### src/rtl/instr_fetch_unit_if.sv
// Bus bundle between the fetch unit, the byte-wide instruction memory
// and the control unit: memory read port plus the instruction
// valid/ready handshake. The fetch unit is the master side.
interface instr_fetch_unit_if;
  logic [7:0] mem_addr;
  logic       mem_rw;
  logic [7:0] mem_data;
  logic       instr_valid;
  logic       instr_ready;
  logic [7:0] instr_opcode;
  logic [7:0] instr_operand;
  logic [7:0] instr_pc;

  modport master (
    output mem_addr,
    output mem_rw,
    input  mem_data,
    output instr_valid,
    input  instr_ready,
    output instr_opcode,
    output instr_operand,
    output instr_pc
  );

  modport slave (
    input  mem_addr,
    input  mem_rw,
    output mem_data,
    input  instr_valid,
    output instr_ready,
    input  instr_opcode,
    input  instr_operand,
    input  instr_pc
  );
endinterface

### src/rtl/instr_fetch_unit.sv
// Instruction fetch unit: owns the program counter, reads one byte per
// cycle from the instruction memory, assembles 1- or 2-byte instructions
// (opcode[7] selects the length) and hands them to the control unit over
// valid/ready. Supports single-cycle branch redirects and stops after
// delivering HALT_OPCODE.
//
// Optional feature: define IFETCH_STALL_CNT_EN to add a 16-bit saturating
// stall_cnt output counting cycles with instr_valid=1 and instr_ready=0.
module instr_fetch_unit #(
  parameter logic [7:0] RESET_PC    = 8'h00,
  parameter logic [7:0] HALT_OPCODE = 8'hFF
) (
  input  logic               clk,
  input  logic               rst,
  input  logic               run,
  input  logic               branch_en,
  input  logic [7:0]         branch_addr,
  output logic               halted,
`ifdef IFETCH_STALL_CNT_EN
  output logic [15:0]        stall_cnt,
`endif
  instr_fetch_unit_if.master bus
);

  typedef enum logic [2:0] {
    S_IDLE      = 3'd0,
    S_FETCH_OP  = 3'd1,
    S_FETCH_ARG = 3'd2,
    S_DELIVER   = 3'd3,
    S_HALTED    = 3'd4
  } state_t;

  state_t     state_q, state_d;
  logic [7:0] pc_q, pc_d;
  logic [7:0] opcode_q, opcode_d;
  logic [7:0] operand_q, operand_d;
  logic [7:0] instr_pc_q, instr_pc_d;

  logic       handshake;
  logic       branch_take;

  // Decode handshake and whether a redirect applies in the current state
  always_comb begin
    handshake   = (state_q == S_DELIVER) && bus.instr_ready;
    branch_take = branch_en && (state_q != S_IDLE);
  end

  // Next-state, PC and instruction-register computation
  always_comb begin
    state_d    = state_q;
    pc_d       = pc_q;
    opcode_d   = opcode_q;
    operand_d  = operand_q;
    instr_pc_d = instr_pc_q;

    if (branch_take) begin
      // A redirect discards any partial fetch and beats run, halt and
      // a same-cycle handshake (the delivered instruction still counts
      // as consumed because valid drops next cycle).
      pc_d    = branch_addr;
      state_d = S_FETCH_OP;
    end else begin
      case (state_q)
        S_IDLE: begin
          if (run) begin
            pc_d    = RESET_PC;
            state_d = S_FETCH_OP;
          end
        end

        S_FETCH_OP: begin
          opcode_d   = bus.mem_data;
          instr_pc_d = pc_q;
          pc_d       = pc_q + 8'd1;
          if (bus.mem_data[7]) begin
            state_d = S_FETCH_ARG;
          end else begin
            operand_d = 8'h00;
            state_d   = S_DELIVER;
          end
        end

        S_FETCH_ARG: begin
          operand_d = bus.mem_data;
          pc_d      = pc_q + 8'd1;
          state_d   = S_DELIVER;
        end

        S_DELIVER: begin
          if (handshake) begin
            state_d = (opcode_q == HALT_OPCODE) ? S_HALTED : S_FETCH_OP;
          end
        end

        S_HALTED: begin
          if (run) begin
            pc_d    = RESET_PC;
            state_d = S_FETCH_OP;
          end
        end

        default: begin
          state_d = S_IDLE;
        end
      endcase
    end
  end

  // State and datapath registers with asynchronous reset
  always_ff @(posedge clk or posedge rst) begin
    if (rst) begin
      state_q    <= S_IDLE;
      pc_q       <= RESET_PC;
      opcode_q   <= 8'h00;
      operand_q  <= 8'h00;
      instr_pc_q <= 8'h00;
    end else begin
      state_q    <= state_d;
      pc_q       <= pc_d;
      opcode_q   <= opcode_d;
      operand_q  <= operand_d;
      instr_pc_q <= instr_pc_d;
    end
  end

  // Outputs are decoded from registered state so they drop at reset
  always_comb begin
    bus.mem_addr      = pc_q;
    bus.mem_rw        = (state_q == S_FETCH_OP) || (state_q == S_FETCH_ARG);
    bus.instr_valid   = (state_q == S_DELIVER);
    bus.instr_opcode  = opcode_q;
    bus.instr_operand = operand_q;
    bus.instr_pc      = instr_pc_q;
    halted            = (state_q == S_HALTED);
  end

`ifdef IFETCH_STALL_CNT_EN
  logic [15:0] stall_cnt_q, stall_cnt_d;

  // Saturating count of backpressure cycles; only reset clears it
  always_comb begin
    stall_cnt_d = stall_cnt_q;
    if (bus.instr_valid && !bus.instr_ready && (stall_cnt_q != 16'hFFFF)) begin
      stall_cnt_d = stall_cnt_q + 16'd1;
    end
  end

  // Stall counter register
  always_ff @(posedge clk or posedge rst) begin
    if (rst) begin
      stall_cnt_q <= 16'h0000;
    end else begin
      stall_cnt_q <= stall_cnt_d;
    end
  end

  // Drive the stall count port
  always_comb begin
    stall_cnt = stall_cnt_q;
  end
`endif

endmodule

### src/flat_wrapper.sv
// flat-port wrapper written by rule: the top's interface ports become plain ports
module instr_fetch_unit_flat 
#(
  parameter logic [7:0] RESET_PC    = 8'h00,
  parameter logic [7:0] HALT_OPCODE = 8'hFF
)
  (clk, rst, run, branch_en, branch_addr, halted, bus_mem_addr, bus_mem_rw, bus_mem_data, bus_instr_valid, bus_instr_ready, bus_instr_opcode, bus_instr_operand, bus_instr_pc);
  instr_fetch_unit_if bus_i ();
  input  logic clk;
  input  logic rst;
  input  logic run;
  input  logic branch_en;
  input  logic [7:0] branch_addr;
  output logic halted;
  output wire logic [$bits(bus_i.mem_addr)-1:0] bus_mem_addr;
  output wire logic [$bits(bus_i.mem_rw)-1:0] bus_mem_rw;
  input wire logic [$bits(bus_i.mem_data)-1:0] bus_mem_data;
  output wire logic [$bits(bus_i.instr_valid)-1:0] bus_instr_valid;
  input wire logic [$bits(bus_i.instr_ready)-1:0] bus_instr_ready;
  output wire logic [$bits(bus_i.instr_opcode)-1:0] bus_instr_opcode;
  output wire logic [$bits(bus_i.instr_operand)-1:0] bus_instr_operand;
  output wire logic [$bits(bus_i.instr_pc)-1:0] bus_instr_pc;
  assign bus_mem_addr = bus_i.mem_addr;
  assign bus_mem_rw = bus_i.mem_rw;
  assign bus_i.mem_data = bus_mem_data;
  assign bus_instr_valid = bus_i.instr_valid;
  assign bus_i.instr_ready = bus_instr_ready;
  assign bus_instr_opcode = bus_i.instr_opcode;
  assign bus_instr_operand = bus_i.instr_operand;
  assign bus_instr_pc = bus_i.instr_pc;
  instr_fetch_unit #(.RESET_PC(RESET_PC), .HALT_OPCODE(HALT_OPCODE)) u_core (.clk(clk), .rst(rst), .run(run), .branch_en(branch_en), .branch_addr(branch_addr), .halted(halted), .bus(bus_i));
endmodule
### config.mk
export PLATFORM = sky130hd
export DESIGN_NAME = instr_fetch_unit_flat
export DESIGN_NICKNAME = d
export VERILOG_FILES = /design/src/rtl/instr_fetch_unit_if.sv /design/src/rtl/instr_fetch_unit.sv /design/src/flat_wrapper.sv
export SDC_FILE = /design/constraint.sdc
export NUM_CORES = 1
export LEC_CHECK = 0
export BUFFER_PORTS_ARGS = -buffer_cell sky130_fd_sc_hd__buf_2
export CORE_ASPECT_RATIO = 0.9
export CORE_MARGIN = 4
export CORE_UTILIZATION = 52
export CTS_BUF_LIST = sky130_fd_sc_hd__clkbuf_8
export CTS_CLUSTER_DIAMETER = 120
export CTS_CLUSTER_SIZE = 28
export DETAILED_ROUTE_END_ITERATION = 8
export HOLD_SLACK_MARGIN = 0.15
export PLACE_DENSITY = 0.91
export SETUP_SLACK_MARGIN = 0.02
export SYNTH_ARGS = -nofsm -noshare
export SYNTH_HDL_FRONTEND = slang
export SYNTH_SLANG_ARGS = --single-unit
### constraint.sdc
create_clock -name clk -period 2 [get_ports clk]
set_input_delay 0 -clock clk [delete_from_list [all_inputs] [get_ports clk]]
set_output_delay 0 -clock clk [all_outputs]
set_load 0.05 [all_outputs]
==> qor.txt <==
Setup TNS Final -> 0 ns
antenna violations before repair -> 0
f_max -> 0.531 GHz
Cells after Synth -> 157
layout cell share with drive strength beyond 1 -> 37.9%
Peak VDD IR -> 1110 uV
Placement Rows -> 19
synthesized area -> 1690 um2
wirelength, routed -> 4040 um
Setup crit start -> u_core.state_q[2]$_DFFE_PP0P_
library cells used by synthesis -> 37
Final HPWL DP -> 2680 um
Post-Layout Inst Area -> 2310 um2
post-layout min period -> 1.88 ns
reg2reg start -> u_core.state_q[2]$_DFFE_PP0P_
Initial Utilization -> 54.6%
1st-pass router iterations -> 4
input/output buffers -> 55
Crit. End Element -> flop
clk slew on worst S/H paths -> 0.07 ns
outcome -> finished, final reports clean
Yosys top cell by area -> dfrtp_1
WP data required -> 2.21 ns
Layout fillers -> 238
max cap viols -> 0
die area -> 4220 um2
vias in the first global route -> 1434
Mean Syn Cell Area -> 10.7 um2
Pins Over Slew Limit -> 0
dpl ws -> 0.147 ns
Overall Power -> 3.36 mW
worst setup margin -> 0.118 ns
post-synthesis mux area share -> 10.7%
Synth Area in Adders -> 0.742%
fin nets -> 256
main combinational cell family by area after synthesis -> compound AO/OA/AOI/OAI gates
Synth Area in Simple Gates -> 14.2%
clock sinks -> 35
synth warn -> 0
Startpoint Class -> flop
post-CTS setup buffers -> 0
max_slew headroom -> 66.6%
worst hold path class -> in -> async
Area Overhead vs Synth -> 36.9%
post-synthesis compound-gate area fraction -> 16.7%
CTS tree -> yes
final worst-path cycle share -> 94.1%
htree depth -> 2
largest net degree at the start of global routing -> 36
drt drc -> 0
number of buffers created by CTS -> 5
Core ar. -> 3090 um2
Via Count -> 1447
io pins -> 56
Longest Clk Path Bufs -> 2
Setup CP Type -> reg -> reg
Post-Synthesis Net Count -> 179
setup repair after global routing missed its margin -> false
worst-margin pin slew -> 0.502 ns
worst clock skew -> 0.00732 ns
GP Congestion -> 0.810
Synth Area in XOR/XNOR -> 0.519%
wire per inst -> 14.6 um
Critical Path Fanout Max -> 13
Synth top area share -> 51.9%
final hold vios -> 0
GR Overflow Total -> 0
Power Dens Cells -> 1460 nW/um2
#FFs+latches synth -> 35
gr usage total -> 20.6%
synth top area cells -> dfrtp_1, mux2_2, nand2_1, o21ai_0, a22o_1
Arr. time, crit path -> 2.09 ns
Die X -> 68.0 um
register area share after synthesis -> 51.9%
leakage -> 1.10 nW
most frequent cells in the layout -> buf_2, dfrtp_1, dlygate4sd3_1
CTS Root Cell -> clkbuf_8
Vias/cell -> 5.22
diodes inserted -> 0
first-pass GRT wire length -> 6400 um
DRT iter0 DRCs -> 85
leading cell type in the layout, fill and taps excluded -> buf_2
final hold slack -> 0.338 ns
Worst-Skew Late Latency -> 0.29 ns
antenna viol nets, final -> 0
Final Setup Violations -> 0
reg2reg setup slack -> 0.12 ns
die height -> 62.0 um
placement-stage cell area -> 1970 um2
cell type report:
cell class / instances / area, um2 / area share [%]
clock buffer: 6 / 82.6 / 3.58
clock inverter: 2 / 35.0 / 1.52
inverter: 7 / 26.3 / 1.14
multi-input combinational: 107 / 734 / 31.8
sequential: 35 / 878 / 38.0
tap: 42 / 52.6 / 2.28
timing repair buffer: 78 / 500 / 21.7
Yosys cell counts (all sizes together):
| library cell | instances |
|---|---|
| dfrtp | 35 |
| nand2 | 20 |
| mux2 | 16 |
| o21ai | 16 |
| nor2 | 12 |
| a22o | 8 |
| buf | 7 |
| inv | 7 |
| a21oi | 4 |
| nor3 | 4 |
| a32o | 2 |
| and3 | 2 |
| nand3 | 2 |
| nand4 | 2 |
| nor4 | 2 |
| o31ai | 2 |
| a211oi | 1 |
| a21bo | 1 |
| a22oi | 1 |
| clkbuf | 1 |
| ha | 1 |
| nand2b | 1 |
| nor2b | 1 |
| nor3b | 1 |
| o2111ai | 1 |
| o211ai | 1 |
| o21bai | 1 |
| o31a | 1 |
| o32a | 1 |
| or2 | 1 |
| or3b | 1 |
| xnor2 | 1 |
per-stage QoR:
stage                     utilization (%)  std cells
after floorplan                         -        157
after global placement               63.6        248
after detailed placement             63.6        248
after CTS                            74.3        277
after global routing                 74.7        277
final                                74.7        277
kinds of logic (layout without fill, tap and decap cells):
group / count (synthesis) / count (layout)
AOI/OAI and AO/OA: 40 / 40
xor gates and xnor gates: 1 / 1
adders and majority gates: 1 / 1
buffers and inverters: 15 / 93
DFF: 35 / 35
muxes: 16 / 16
and+or+nand+nor: 49 / 49
worst max-delay path, cell delays in order, from the launching register on:
cell	delay, ns
dfrtp_2	0.50
nand2b_1	0.26
o32a_1	0.39
dlygate4sd3_1	0.56
nor2_1	0.10
repair_timing:
action / in CTS / in global routing
hold endpoints to repair: 61 / 0
hold buffers: 21 / 0
endpoints found under the setup margin: 0 / 11
gates resized for setup: 0 / 4
flip-flops by register name, summed over array words and instances (netlist names):
| register | cells |
|---|---|
| u_core.bus.mem_addr | 8 |
| u_core.bus.instr_opcode | 8 |
| u_core.bus.instr_operand | 8 |
| u_core.state_q | 3 |
| u_core.bus.instr_pc | 8 |
worst paths after layout:
kind / depth (start not counted) / to
max: 4 / u_core.state_q[2]$_DFFE_PP0P_
min: 4 / u_core.bus.mem_addr[1]$_DFFE_PP0P_
min reg2reg: 2 / u_core.bus.instr_operand[6]$_DFFE_PP0P_
max in group asynchronous: 4 / u_core.state_q[0]$_DFFE_PP0P_
max reg2reg: 4 / u_core.state_q[2]$_DFFE_PP0P_
min in group clk: 2 / u_core.bus.instr_operand[6]$_DFFE_PP0P_
where the power goes:
part / internal [mW] / switching, mW / total (mW)
clock: 0.403 / 0.259 / 0.662
sequential: 0.927 / 0.203 / 1.13
combinational: 0.439 / 1.13 / 1.57
total: 1.77 / 1.59 / 3.36
metal layers:
metal | routed length, um | global-route usage, % | vias to the layer above
met2 | 1960 | 34.3 | 50
met5 | 0 | 0 | -
li1 | - | - | 716
met1 | 1780 | 26.7 | 678
met4 | 40 | 6.80 | 0
met3 | 262 | 4.86 | 3
Power figures use the tool's default switching activity.
